<file path="src/rtl/mips_debug_pkg.sv">
// Shared definitions for the MIPS debug/program-load path.
//   - STATE_W / fsm_state_t : encoding of the fetch program controller FSM,
//                              also exported on its debug 'state' port
//   - LENGTH_DEFAULT        : datapath width of the fetch stage
//   - HALT_WORD_DEFAULT     : instruction encoding that ends a load and execution
package mips_debug_pkg;

    localparam int STATE_W        = 3;
    localparam int LENGTH_DEFAULT = 32;
    localparam logic [31:0] HALT_WORD_DEFAULT = 32'hFFFF_FFFF;

    typedef enum logic [STATE_W-1:0] {
        LOAD  = 3'd0,
        READY = 3'd1,
        RUN   = 3'd2,
        STEP  = 3'd3,
        DONE  = 3'd4
    } fsm_state_t;

endpackage

</file>
<file path="src/rtl/fetch_program_controller_word_assembler.sv">
// word_assembler: packs a byte stream MSB-first into LENGTH-bit words.
// Ports:
//   clk, reset  : clock and synchronous active-high reset
//   clear       : drops any partially assembled word
//   rx_byte     : incoming byte ('byte' is a reserved word in SystemVerilog)
//   valid       : rx_byte is valid this cycle
//   word        : completed word, meaningful while word_valid is high
//   word_valid  : combinational one-cycle pulse in the cycle the last byte arrives,
//                 so the consumer can register the write for the following cycle
module word_assembler #(
    parameter int LENGTH = 32
) (
    input  logic              clk,
    input  logic              reset,
    input  logic              clear,
    input  logic [7:0]        rx_byte,
    input  logic              valid,
    output logic [LENGTH-1:0] word,
    output logic              word_valid
);

    localparam int BYTES = LENGTH / 8;
    localparam int CNT_W = $clog2(BYTES);
    localparam logic [CNT_W-1:0] LAST_CNT = CNT_W'(BYTES - 1);

    // Only the first BYTES-1 bytes need storage; the last one completes the
    // word combinationally.
    logic [LENGTH-9:0] shift_q;
    logic [CNT_W-1:0]  byte_cnt;

    assign word       = {shift_q, rx_byte};
    assign word_valid = valid && !clear && (byte_cnt == LAST_CNT);

    always_ff @(posedge clk) begin
        if (reset || clear) begin
            shift_q  <= '0;
            byte_cnt <= '0;
        end else if (valid) begin
            shift_q  <= {shift_q[LENGTH-17:0], rx_byte};
            byte_cnt <= (byte_cnt == LAST_CNT) ? '0 : byte_cnt + CNT_W'(1);
        end
    end

endmodule

</file>
<file path="src/rtl/fetch_program_controller.sv">
// fetch_program_controller: loads a program from the UART byte stream into
// instruction memory, then releases the fetch stage for free-run or
// single-step execution until the decode stage reports HALT.
// Ports:
//   clk, reset            : clock and synchronous active-high reset
//   rx_data, rx_valid     : received byte and its one-cycle strobe
//   cmd_run, cmd_step     : run / single-step command pulses (honoured in READY only)
//   halt_fetched          : HALT_WORD has reached decode
//   instruction_to_write  : assembled instruction for memory
//   address_to_write      : word address of that instruction
//   write_enable          : one-cycle memory write strobe
//   start                 : fetch stage released from hold
//   pc_enable             : PC advance enable
//   state                 : current FSM state for debug readback
//   load_error            : sticky, memory filled before HALT_WORD was seen
module fetch_program_controller
    import mips_debug_pkg::*;
#(
    parameter int                LENGTH    = LENGTH_DEFAULT,
    parameter int                MEM_DEPTH = 256,
    parameter logic [LENGTH-1:0] HALT_WORD = HALT_WORD_DEFAULT
) (
    input  logic               clk,
    input  logic               reset,
    input  logic [7:0]         rx_data,
    input  logic               rx_valid,
    input  logic               cmd_run,
    input  logic               cmd_step,
    input  logic               halt_fetched,
    output logic [LENGTH-1:0]  instruction_to_write,
    output logic [LENGTH-1:0]  address_to_write,
    output logic               write_enable,
    output logic               start,
    output logic               pc_enable,
    output logic [STATE_W-1:0] state,
    output logic               load_error
);

    localparam logic [LENGTH-1:0] LAST_ADDR = LENGTH'(MEM_DEPTH - 1);

    fsm_state_t        state_q, state_d;
    logic [LENGTH-1:0] ptr_q;
    logic              started_q, started_d;
    logic              start_d, pc_enable_d, mark_error;
    logic              load_active;
    logic [LENGTH-1:0] asm_word;
    logic              asm_valid;

    assign load_active = (state_q == LOAD);
    assign state       = state_q;

    // Bytes outside LOAD are dropped and any partial word is flushed, so a
    // stray byte after loading can never leak into a later word.
    word_assembler #(.LENGTH(LENGTH)) u_word_assembler (
        .clk        (clk),
        .reset      (reset),
        .clear      (!load_active),
        .rx_byte    (rx_data),
        .valid      (rx_valid && load_active),
        .word       (asm_word),
        .word_valid (asm_valid)
    );

    // Output registers are loaded from the next-state decode so that start and
    // pc_enable change in the same cycle as the state they belong to.
    always_comb begin
        state_d    = state_q;
        mark_error = 1'b0;
        unique case (state_q)
            LOAD: begin
                if (asm_valid) begin
                    if (asm_word == HALT_WORD) begin
                        state_d = READY;
                    end else if (ptr_q == LAST_ADDR) begin
                        state_d    = READY;
                        mark_error = 1'b1;
                    end
                end
            end
            READY: begin
                if (cmd_run) begin
                    state_d = RUN;
                end else if (cmd_step) begin
                    state_d = STEP;
                end
            end
            RUN: begin
                if (halt_fetched) begin
                    state_d = DONE;
                end
            end
            STEP: begin
                state_d = halt_fetched ? DONE : READY;
            end
            DONE: begin
                state_d = DONE;
            end
            default: begin
                state_d = LOAD;
            end
        endcase

        started_d   = started_q || (state_d == RUN) || (state_d == STEP);
        pc_enable_d = (state_d == RUN) || (state_d == STEP);
        unique case (state_d)
            LOAD:    start_d = 1'b0;
            READY:   start_d = started_d;
            default: start_d = 1'b1;
        endcase
    end

    // The write pointer saturates on the last slot; the overflow case is
    // reported through load_error rather than by wrapping over slot 0.
    always_ff @(posedge clk) begin
        if (reset) begin
            state_q              <= LOAD;
            ptr_q                <= '0;
            started_q            <= 1'b0;
            instruction_to_write <= '0;
            address_to_write     <= '0;
            write_enable         <= 1'b0;
            start                <= 1'b0;
            pc_enable            <= 1'b0;
            load_error           <= 1'b0;
        end else begin
            state_q      <= state_d;
            started_q    <= started_d;
            start        <= start_d;
            pc_enable    <= pc_enable_d;
            write_enable <= asm_valid;
            if (asm_valid) begin
                address_to_write     <= ptr_q;
                instruction_to_write <= asm_word;
                if (ptr_q != LAST_ADDR) begin
                    ptr_q <= ptr_q + LENGTH'(1);
                end
            end
            if (mark_error) begin
                load_error <= 1'b1;
            end
        end
    end

endmodule

</file>
<file path="config.mk">
export PLATFORM = sky130hd
export DESIGN_NAME = fetch_program_controller
export DESIGN_NICKNAME = d
export VERILOG_FILES = /design/src/rtl/mips_debug_pkg.sv /design/src/rtl/fetch_program_controller_word_assembler.sv /design/src/rtl/fetch_program_controller.sv
export SDC_FILE = /design/constraint.sdc
export NUM_CORES = 1
export LEC_CHECK = 0
export ABC_AREA = 1
export CORE_UTILIZATION = 40
export CTS_BUF_LIST = sky130_fd_sc_hd__clkbuf_16
export DETAILED_ROUTE_END_ITERATION = 12
export HOLD_SLACK_MARGIN = 0.05
export PLACE_DENSITY_LB_ADDON = 0.08
export SLEW_MARGIN = 20
export SYNTH_ARGS = -nofsm -noshare
export SYNTH_HDL_FRONTEND = slang
export SYNTH_SLANG_ARGS = --single-unit
</file>
<file path="constraint.sdc">
create_clock -name clk -period 1.8 [get_ports clk]
set_input_delay 0.54 -clock clk [delete_from_list [all_inputs] [get_ports clk]]
set_output_delay 0.54 -clock clk [all_outputs]
set_load 0.05 [all_outputs]
</file>
Word-level counts from Yosys, hierarchy flattened. Index checks and enable logic that the tools add are counted.

Bitwise logic cells: 0. Equal/unequal tests: 11. Add/subtract/negate cells: 2. $lt $le $gt $ge: 0. Multipliers: 0. Divide/modulo/power cells: 0. Shifts and indexed selects: 0. Multiplexer cells: 14. Reductions and logical operators: 11.

Operators by type and width (number): 32-bit by 1-bit adder with 32-bit output (second input constant) (1); 32-bit equality test (second input constant) (1); 32-bit by 8-bit equality test with 1-bit output (second input constant) (1); 32-bit by 8-bit inequality test with 1-bit output (second input constant) (1); 3-bit 2-to-1 mux (7); 3-bit one-hot mux with 5 select lines (1); 3-bit by 2-bit equality test with 1-bit output (second input constant) (4); 3-bit by 1-bit equality test with 1-bit output (second input constant) (2); 3-bit logical NOT (2); 1-bit logical OR (4); 1-bit 2-to-1 mux (4); 3-bit equality test (second input constant) (1); 1-bit logical AND (3); 2-bit by 1-bit adder with 2-bit output (second input constant) (1); 2-bit equality test (second input constant) (1); 2-bit 2-to-1 mux (1); 1-bit one-hot mux with 2 select lines (1); 2-bit AND reduction (1); 1-bit logical NOT (1).

Bits of input ports: 14. Memory bits (writable): 0. Memories kept: 0. Bits in registers: 130. ROM bits: 0. Bits in latches: 0.

Logic depth before layout (Yosys ltp). Gate-level depths: netlist of the first run.

Word-level depth: 10. Mapped depth: 11.

Cells and area by module. Synthesis of the first run repeated with hierarchy kept, for this count alone.

Cell total of the unflattened synthesis: 880. Area total of the unflattened synthesis: 5901.9 µm².

By module, submodules not included: fetch_program_controller (cells an instance 704, area an instance 4740.8 µm², instances 1, seq. area each 2082.0 µm²); word_assembler (cells an instance 176, area an instance 1161.1 µm², instances 1, seq. area each 520.5 µm²).

Worst setup path after synthesis of the first run. No wires, ideal clock.

Kind: reg2reg. Start: register state_q[0] (netlist: state[0]). End: register start. Data required time: 1686 ps. Arrival time: 1615 ps. Clock period less this slack: 1729 ps. Setup time: 114 ps. Cell stages (with the launch flop): 10. Path slack: 71 ps. Path through: dfxtp_1 > inv_1 > nand3_4 > nor2_4 > buf_6 > buf_6 > nand3_1 > nand3_1 > nand3_1 > nand2_1.

Longest elaborated chain between the ends: 10. Elaborated cells on any way between the ends: 22.

Ends and longest elaborated chain: start: declaration (RTL line fetch_program_controller.sv:41) `fsm_state_t state_q, state_d;`; start signal: assignment (RTL line fetch_program_controller.sv:126) `state_q <= state_d;`; 3-bit logical NOT (RTL line fetch_program_controller.sv:49, fetch_program_controller.sv:69); 1-bit logical AND (RTL line fetch_program_controller.sv:59) `.valid (rx_valid && load_active),`; 1-bit logical AND (2 in series) (RTL line fetch_program_controller_word_assembler.sv:32) `assign word_valid = valid && !clear && (byte_cnt == LAST_CNT);`; 3-bit 2-to-1 mux (RTL line fetch_program_controller.sv:71) `if (asm_valid) begin`; 3-bit one-hot mux with 5 select lines (*) (RTL line fetch_program_controller.sv:69) `unique case (state_q)`; 3-bit by 2-bit equality test with 1-bit output (RTL line fetch_program_controller.sv:103) `started_d = started_q || (state_d == RUN) || (state_d == STEP);`; 1-bit logical OR (2 in series) (RTL line fetch_program_controller.sv:103); 1-bit one-hot mux with 2 select lines (*) (RTL line fetch_program_controller.sv:105) `unique case (state_d)`; end signal: assignment (RTL line fetch_program_controller.sv:128) `start <= start_d;`; end: declaration (RTL line fetch_program_controller.sv:33) `output logic start,`.

Mark *: on every way between the ends. The rest lies on a longest branch, timed or not. A chain may end at the register's enable or synchronous reset.

Final worst setup path of the first run.
Start: register ptr_q[2]. End: register ptr_q[31].

Longest elaborated chain between the ends: 2. Elaborated cells on any way between the ends: 3.

Ends and longest elaborated chain: start: declaration (RTL line fetch_program_controller.sv:42) `logic [LENGTH-1:0] ptr_q;`; start signal: assignment (RTL line fetch_program_controller.sv:135) `ptr_q <= ptr_q + LENGTH'(1);`; branches (longest 2 deep; another with 32-bit by 1-bit adder with 32-bit output).

Several ways; the timed one is not identified.

==> results of run 1 <==
cell usage after synthesis, types with 6 or more instances:
cell,count
sky130_fd_sc_hd__xor2_1,6
sky130_fd_sc_hd__a21oi_2,17
sky130_fd_sc_hd__o21ai_0,72
sky130_fd_sc_hd__clkbuf_1,18
sky130_fd_sc_hd__nand4_1,23
sky130_fd_sc_hd__dfxtp_1,130
sky130_fd_sc_hd__buf_6,6
sky130_fd_sc_hd__a21oi_1,60
sky130_fd_sc_hd__nor2_1,170
sky130_fd_sc_hd__nor3_1,9
sky130_fd_sc_hd__inv_1,39
sky130_fd_sc_hd__nand3_1,42
sky130_fd_sc_hd__nand2_1,225
sky130_fd_sc_hd__buf_2,15
sequential cells by signal (all words and copies together), names as in the netlist:
name                       flops
address_to_write              32
write_enable                   1
load_error                     1
u_word_assembler.byte_cnt      2
instruction_to_write          32
u_word_assembler.shift_q      24
started_q                      1
state                          3
start                          1
pc_enable                      1
ptr_q                         32
stage by stage:
| stage | cells | cell area [sq um] | TNS [ns] | worst slack [ns] |
|---|---|---|---|---|
| final | 1163 | 8110 | 0 | 0.123 |
| after global routing | 1163 | 8110 | 0 | 0.000818 |
| after CTS | 1163 | 8100 | 0 | 0.116 |
| after detailed placement | 1132 | 7530 | -24.34 | -0.300 |
| after global placement | 1132 | 7530 | -19.44 | -0.260 |
| after floorplan | 862 | 5960 | 0 | 0.0714 |
final cells by class:
cell class | count | area, sq um | area share [%]
repair buffers | 129 | 1560 | 19.3
clock inverters | 14 | 149 | 1.84
flip-flops and latches | 130 | 2600 | 32.1
multi-input cells | 645 | 2970 | 36.6
well taps | 184 | 230 | 2.84
inverters | 44 | 168 | 2.07
clock buffers | 17 | 425 | 5.25
routing by layer:
| layer | routed length [microns] | GRT usage, % | vias to the layer above |
|---|---|---|---|
| li1 | - | - | 3003 |
| met1 | 7270 | 27.1 | 2757 |
| met2 | 8950 | 43.1 | 133 |
| met3 | 561 | 3.80 | 26 |
| met4 | 388 | 9.75 | 0 |
| met5 | 0 | 0 | - |
path summary, 6_finish.rpt:
path / startpoint / endpoint / cells after the start
hold / removal: started_q$_SDFF_PP0_ / started_q$_SDFF_PP0_ / 1
setup reg to reg: ptr_q[2]$_SDFFE_PP0P_ / ptr_q[31]$_SDFFE_PP0P_ / 8
hold reg to reg: started_q$_SDFF_PP0_ / started_q$_SDFF_PP0_ / 1
setup / recovery: ptr_q[2]$_SDFFE_PP0P_ / ptr_q[31]$_SDFFE_PP0P_ / 8
cell families (layout without fill, tap and decap cells):
family	count (synthesis)	count (layout)	synth area share [%]
adder cells (fa/ha/maj)	2	2	0.420
buffers and inverters	87	204	6.65
AND/OR/NAND/NOR	479	479	33.6
XOR/XNOR	11	11	1.62
flip-flops	130	130	43.6
AO/OA/AOI/OAI	153	153	14.1
report_power, final:
group	total, mW	switching (mW)	internal (mW)
sequential	2.98	0.0503	2.93
clock	3.40	1.27	2.14
combinational	0.420	0.249	0.172
total	6.81	1.57	5.24
timing repair:
action                     4_1_cts  5_1_grt
gates resized for setup          0        3
hold buffers                     0        0
setup endpoints to repair        0       10
==> qor.txt, run 1 <==
DRT
-------------------------------------------------------------------------------------------------
Via density ........................................................................         5.09
Initial detailed-routing violation count ...........................................          370
Mean routed wirelength per cell .................................................... 14.8 microns
Post-route DRC .....................................................................            0
Pre-Repair DR Iteration Count ......................................................            6
Vias ...............................................................................         5919
Total wire length after detailed routing ...........................................      17.2 mm
Remaining antenna violation count after routing ....................................            0

LAYOUT
-------------------------------------------------------------------------------------------------
Leading cell types in the layout, fill and taps excluded ........................... sky130_fd_sc_hd__nand2_1 (225), sky130_fd_sc_hd__nor2_1 (167), sky130_fd_sc_hd__dfxtp_1 (130)
Fraction of layout cells with a size suffix above 1 ................................        18.0%
Area growth from synthesis to layout ...............................................        36.0%
Final nets .........................................................................          983
ANT cells ..........................................................................            0
Count of filler cells inserted in the layout .......................................         1416
Share of the core filled with cells ................................................        55.8%
Most frequent standard cell in the layout excluding fill and tap cells ............. sky130_fd_sc_hd__nand2_1

LOGIC SYNTHESIS
-------------------------------------------------------------------------------------------------
Mean post-synth cell area ..........................................................   6.92 sq um
Synthesized flop and latch total ...................................................          130
Post-Syn Instances .................................................................          862
Number of distinct library cell variants in the gate-level netlist after synthesis .           30
Largest cells by area after synthesis .............................................. sky130_fd_sc_hd__dfxtp_1 (44%), sky130_fd_sc_hd__nand2_1 (14%), sky130_fd_sc_hd__nor2_1 (11%)
Largest area contributor in the netlist ............................................ sky130_fd_sc_hd__dfxtp_1
Fraction of synthesized cell area taken by the top area cell type ..................        43.6%
Async SR Flop Fraction .............................................................           0%
Yosys warns ........................................................................            0
Number of nets in the synthesized netlist ..........................................          878
EDFF count, synth ..................................................................            0
Cell area after technology mapping .................................................   5960 sq um
Sequential fraction of the synthesis area ..........................................        43.6%
Top FF cell, synth ................................................................. sky130_fd_sc_hd__dfxtp_1

GLOBAL ROUTE
-------------------------------------------------------------------------------------------------
First-pass GRT wire length .........................................................      27.9 mm
Antenna violations before repair ...................................................            0
Largest net degree at the start of global routing ..................................           56
Global route overflow ..............................................................            0
Vias in the first global route .....................................................         5738
All-layer global routing usage .....................................................        23.6%

WORST SETUP PATH
-------------------------------------------------------------------------------------------------
Path type of the worst setup path ..................................................      reg2reg
Worst setup EP type ................................................................    flip-flop
CP max stage cell .................................................................. sky130_fd_sc_hd__dfxtp_1
Data required time of the worst path ...............................................      2.16 ns
Startpoint Class ...................................................................    flip-flop
Number of buffers and inverters on the critical path ...............................            1
Delay of the slowest critical-path stage ...........................................      0.46 ns
Largest fanout on the critical path ................................................            7
Critical path's top delay family ................................................... simple AND/OR/NAND/NOR gates
Library cell appearing most often on the critical path ............................. sky130_fd_sc_hd__nand2_1
Setup slack of the worst register-to-register path .................................      0.12 ns
Cell breakdown of the critical path ................................................ nand3_1, inv_1, nand2_1, nor2_1, nand3_1, nand2_1, nand2_1, a21oi_2
Arrival time worst endpoint ........................................................      2.03 ns

CLOCK NETWORK
-------------------------------------------------------------------------------------------------
TritonCTS clock tree ...............................................................          yes
H-tree lvl count ...................................................................            4
Post-CTS Setup Inserts .............................................................            0
Total clock buffers created by CTS .................................................           17
Bufs on Longest Clock Path .........................................................            2
CTS Sinks ..........................................................................          130
Clock Pin Slew Worst Setup and Hold Paths ..........................................      0.06 ns
Cell chosen for the clock root ..................................................... sky130_fd_sc_hd__clkbuf_16
Later-pin clock latency in the skew report .........................................      0.42 ns

STA
-------------------------------------------------------------------------------------------------
Slew @ Worst Pin ...................................................................     0.399 ns
Final hold viol count ..............................................................            0
Final critical-path required period ................................................      1.68 ns
Worst rel slew slack ...............................................................        73.4%
RSZ-0062 raised after global routing ...............................................        false
Finish-stage setup viols ...........................................................            0
WHS ................................................................................     0.473 ns
Final critical-path share of the clock period ......................................        93.2%
Setup clock skew after layout ......................................................   0.00743 ns
Upper clock frequency limit ........................................................    0.596 GHz
Number of pins with negative max-slew slack in the final report ....................            0

JOB
-------------------------------------------------------------------------------------------------
Maximum Capacitance Violations .....................................................            0

POWER AND IR DROP
-------------------------------------------------------------------------------------------------
Power density relative to cell area ................................................  839 nW/um^2
Max rail drop VDD ..................................................................   0.000645 V
Post-layout power ..................................................................      6.81 mW
Leakage Power ......................................................................      3.31 nW

HOLD PATH
-------------------------------------------------------------------------------------------------
Path category of the worst min-delay check .........................................      reg2reg

FLOORPLANNING
-------------------------------------------------------------------------------------------------
Core outline area ..................................................................  14500 sq um
Vertical die dimension .............................................................  124 microns
Initial Utilization ................................................................        41.0%
DIE WIDTH ..........................................................................  124 microns
Cell row count .....................................................................           44
Area of the die ....................................................................  15400 sq um
I/O pin cnt ........................................................................           85

PLACEMENT
-------------------------------------------------------------------------------------------------
Final weighted congestion in routability-driven placement ..........................        0.925
Count of buffers from port buffering ...............................................           84
Sum of net half-perimeters after detailed placement ................................      12.6 mm

STATUS
-------------------------------------------------------------------------------------------------
Status ............................................................................. finished clean

(Power assumes the default switching activity.)
==> inputs of run 2 (changes only) <==
--- a/config.mk
+++ b/config.mk
@@ -7,7 +7,7 @@
 export LEC_CHECK = 0
 export ABC_AREA = 1
 export CORE_UTILIZATION = 40
-export CTS_BUF_LIST = sky130_fd_sc_hd__clkbuf_16
+export CTS_BUF_LIST = sky130_fd_sc_hd__clkbuf_4 sky130_fd_sc_hd__clkbuf_8
 export DETAILED_ROUTE_END_ITERATION = 12
 export HOLD_SLACK_MARGIN = 0.05
 export PLACE_DENSITY_LB_ADDON = 0.08
==> run 2 against run 1 <==
Register-to-register slack is essentially flat. Fmax grew 0.12%. Setup slack gained 0.0020 ns. Clock power shrank 22%. Clock skew is essentially flat. Routed wire length shrank 0.26%. Hold slack gained 0.0039 ns. Count of clock-buffer cells in the layout grew 5. Cell count is the same. Critical endpoint is now ptr_q[23]$_SDFFE_PP0P_. Largest power group is now sequential cells.
==> qor.txt, run 2 (synthesized netlist as in run 1, its figures left out) <==
STATUS
-------------------------------------------------------------------------------------
Status ................................................................. finished clean

LAYOUT
-------------------------------------------------------------------------------------
Area growth from synthesis to layout ...................................        33.5%
ANT cells ..............................................................            0
Final nets .............................................................          983
Registers with the most flip-flops ..................................... address_to_write: 32 flops, instruction_to_write: 32 flops, ptr_q: 32 flops
Fraction of layout cells with a size suffix above 1 ....................        18.7%
Summed area of non-filler cells in the final layout ....................   7960 sq um
Most frequent standard cell in the layout excluding fill and tap cells . sky130_fd_sc_hd__nand2_1
Leading cell types in the layout, fill and taps excluded ............... sky130_fd_sc_hd__nand2_1 (225), sky130_fd_sc_hd__nor2_1 (166), sky130_fd_sc_hd__dfxtp_1 (129)

DRT
-------------------------------------------------------------------------------------
Total wire length after detailed routing ...............................      17.1 mm
DRT met1 WL ............................................................      7.23 mm
Via density ............................................................         5.13
Initial detailed-routing violation count ...............................          378
Routed length on met2 ..................................................      8.77 mm
Pre-Repair DR Iteration Count ..........................................            5
Post-route DRC .........................................................            0
Vias ...................................................................         5969
Routed wl met3 .........................................................  628 microns
Mean routed wirelength per cell ........................................ 14.7 microns
Topmost layer with routed signal wires .................................         met4
Remaining antenna violation count after routing ........................            0

CLOCK NETWORK
-------------------------------------------------------------------------------------
Total clock buffers created by CTS .....................................           17
Post-CTS Setup Inserts .................................................            0
CTS Sinks ..............................................................          130
TritonCTS clock tree ...................................................          yes
H-tree lvl count .......................................................            4
Clock Pin Slew Worst Setup and Hold Paths ..............................      0.07 ns
Cell chosen for the clock root ......................................... sky130_fd_sc_hd__clkbuf_8
Bufs on Longest Clock Path .............................................            2
Later-pin clock latency in the skew report .............................      0.45 ns

POWER AND IR DROP
-------------------------------------------------------------------------------------
Switching share of total power .........................................        23.9%
Max rail drop VDD ......................................................   0.000506 V
Clock Power Share ......................................................        43.8%
Leakage Power ..........................................................      3.24 nW
Power density relative to cell area ....................................  760 nW/um^2
Net load switching power ...............................................      1.45 mW
Reg power frac .........................................................        49.3%
Total internal power ...................................................      4.60 mW
Part of the total power dissipated in combinational logic ..............         6.9%

WORST SETUP PATH
-------------------------------------------------------------------------------------
Worst setup EP type ....................................................    flip-flop
Worst flop-to-flop path startpoint ..................................... ptr_q[14]$_SDFFE_PP0P_
Startpoint Class .......................................................    flip-flop
Setup slack of the worst register-to-register path .....................      0.12 ns
End of the worst register-to-register path ............................. ptr_q[23]$_SDFFE_PP0P_
Arrival time worst endpoint ............................................      2.06 ns
Largest fanout on the critical path ....................................           18
Startpoint of the most critical setup path ............................. ptr_q[14]$_SDFFE_PP0P_
Register-to-Register Path Depth ........................................           10
Path type of the worst setup path ......................................      reg2reg
Data required time of the worst path ...................................      2.19 ns

FLOORPLANNING
-------------------------------------------------------------------------------------
I/O pin cnt ............................................................           85
Core outline area ......................................................  14500 sq um
Initial Utilization ....................................................        41.0%
Area of the die ........................................................  15400 sq um
DIE WIDTH ..............................................................  124 microns
Vertical die dimension .................................................  124 microns
Cell row count .........................................................           44

HOLD PATH
-------------------------------------------------------------------------------------
Hold depth .............................................................            1
Path category of the worst min-delay check .............................      reg2reg
Min-Delay Startpoint ................................................... started_q$_SDFF_PP0_
Hold EP ................................................................ started_q$_SDFF_PP0_

GLOBAL ROUTE
-------------------------------------------------------------------------------------
Largest net degree at the start of global routing ......................           56
Global route overflow ..................................................            0
All-layer global routing usage .........................................        23.4%
Antenna violations before repair .......................................            0
Vias in the first global route .........................................         5714
First-pass GRT wire length .............................................      27.6 mm

STA
-------------------------------------------------------------------------------------
Final critical-path share of the clock period ..........................        93.1%
Number of pins with negative max-slew slack in the final report ........            0
Setup clock skew after layout ..........................................   0.00712 ns
Final critical-path required period ....................................      1.68 ns
Final WS setup .........................................................     0.125 ns
Setup TNS ..............................................................         0 ns
Finish-stage setup viols ...............................................            0
Upper clock frequency limit ............................................    0.597 GHz
Worst rel slew slack ...................................................        73.8%
WHS ....................................................................     0.477 ns
Slew @ Worst Pin .......................................................     0.393 ns
RSZ-0062 raised after global routing ...................................        false
Final hold viol count ..................................................            0

PLACEMENT
-------------------------------------------------------------------------------------
Sum of net half-perimeters after detailed placement ....................      12.6 mm
Pre-CTS setup slack ....................................................    -0.300 ns
Area after detailed placement ..........................................   7530 sq um
Count of buffers from port buffering ...................................           84
Final weighted congestion in routability-driven placement ..............        0.925

JOB
-------------------------------------------------------------------------------------
Maximum Capacitance Violations .........................................            0

## run 2: worst max path at each step
| stage | endpoint | slack [ns] |
|---|---|---|
| 6_report | ptr_q[23]$_SDFFE_PP0P_ | 0.12 |
| 5_1_grt | ptr_q[9]$_SDFFE_PP0P_ | 0.001 |
| 4_1_cts | ptr_q[23]$_SDFFE_PP0P_ | 0.09 |
| 3_5_place_dp | address_to_write[26]$_SDFFE_PP0N_ | -0.30 |
| 3_3_place_gp | ptr_q[19]$_SDFFE_PP0P_ | -0.26 |
| 2_1_floorplan | start$_SDFF_PP0_ | 0.07 |
## run 2: layout make-up
type | instances | area [sq um]
tap | 184 | 230
fill | 1423 | 6570
clock buffer | 22 | 290
clock inverter | 9 | 130
timing repair buffer | 129 | 1560
multi-input combinational | 645 | 2970
inverter | 44 | 168
sequential | 130 | 2600
## run 2: through the flow
stage / util, % / std cells / power (mW)
2_1_floorplan: - / 862 / 3.27
3_3_place_gp: 51.8 / 1132 / 3.46
3_5_place_dp: 51.8 / 1132 / 3.47
4_1_cts: 54.7 / 1163 / 6.10
5_1_grt: 54.8 / 1163 / 6.26
6_report: 54.8 / 1163 / 6.05
## run 2: routing by layer
| metal | vias to the layer above | global-route usage [%] |
|---|---|---|
| met5 | - | 0 |
| met4 | 0 | 9.82 |
| met3 | 33 | 4.03 |
| met2 | 150 | 42.5 |
| met1 | 2785 | 26.9 |
| li1 | 3001 | - |
## run 2: power by group through the flow
stage	Sequential [mW]	Combinational, mW	Clock [mW]
after detailed placement	3.04	0.423	0
after global routing	2.99	0.454	2.82
final	2.98	0.420	2.65
after floorplan	3.12	0.151	0
after CTS	2.98	0.424	2.70
after global placement	3.04	0.416	0
## run 2: critical path, stage by stage, from the launching register on
cell and delay, ns:
sky130_fd_sc_hd__dfxtp_1 0.49, sky130_fd_sc_hd__inv_1 0.10, sky130_fd_sc_hd__nand2_1 0.12, sky130_fd_sc_hd__nor2_1 0.06, sky130_fd_sc_hd__nand2_1 0.15, sky130_fd_sc_hd__nor2_2 0.08
sky130_fd_sc_hd__nand2_4 0.09, sky130_fd_sc_hd__nand2_8 0.10, sky130_fd_sc_hd__inv_4 0.19, sky130_fd_sc_hd__nand2_1 0.10, sky130_fd_sc_hd__a21oi_2 0.13
## run 2: repair_timing
action / in CTS / in global routing
hold buffers: 0 / 0
gates resized for setup: 0 / 5
endpoints found under the setup margin: 0 / 22
==> inputs of run 3 (changes only) <==
--- a/config.mk
+++ b/config.mk
@@ -8,6 +8,7 @@
 export ABC_AREA = 1
 export CORE_UTILIZATION = 40
 export CTS_BUF_LIST = sky130_fd_sc_hd__clkbuf_4 sky130_fd_sc_hd__clkbuf_8
+export CTS_CLUSTER_SIZE = 25
 export DETAILED_ROUTE_END_ITERATION = 12
 export HOLD_SLACK_MARGIN = 0.05
 export PLACE_DENSITY_LB_ADDON = 0.08
==> results of run 3 <==
Same layout as run 2: the final DEF is identical, and so are final timing and power.
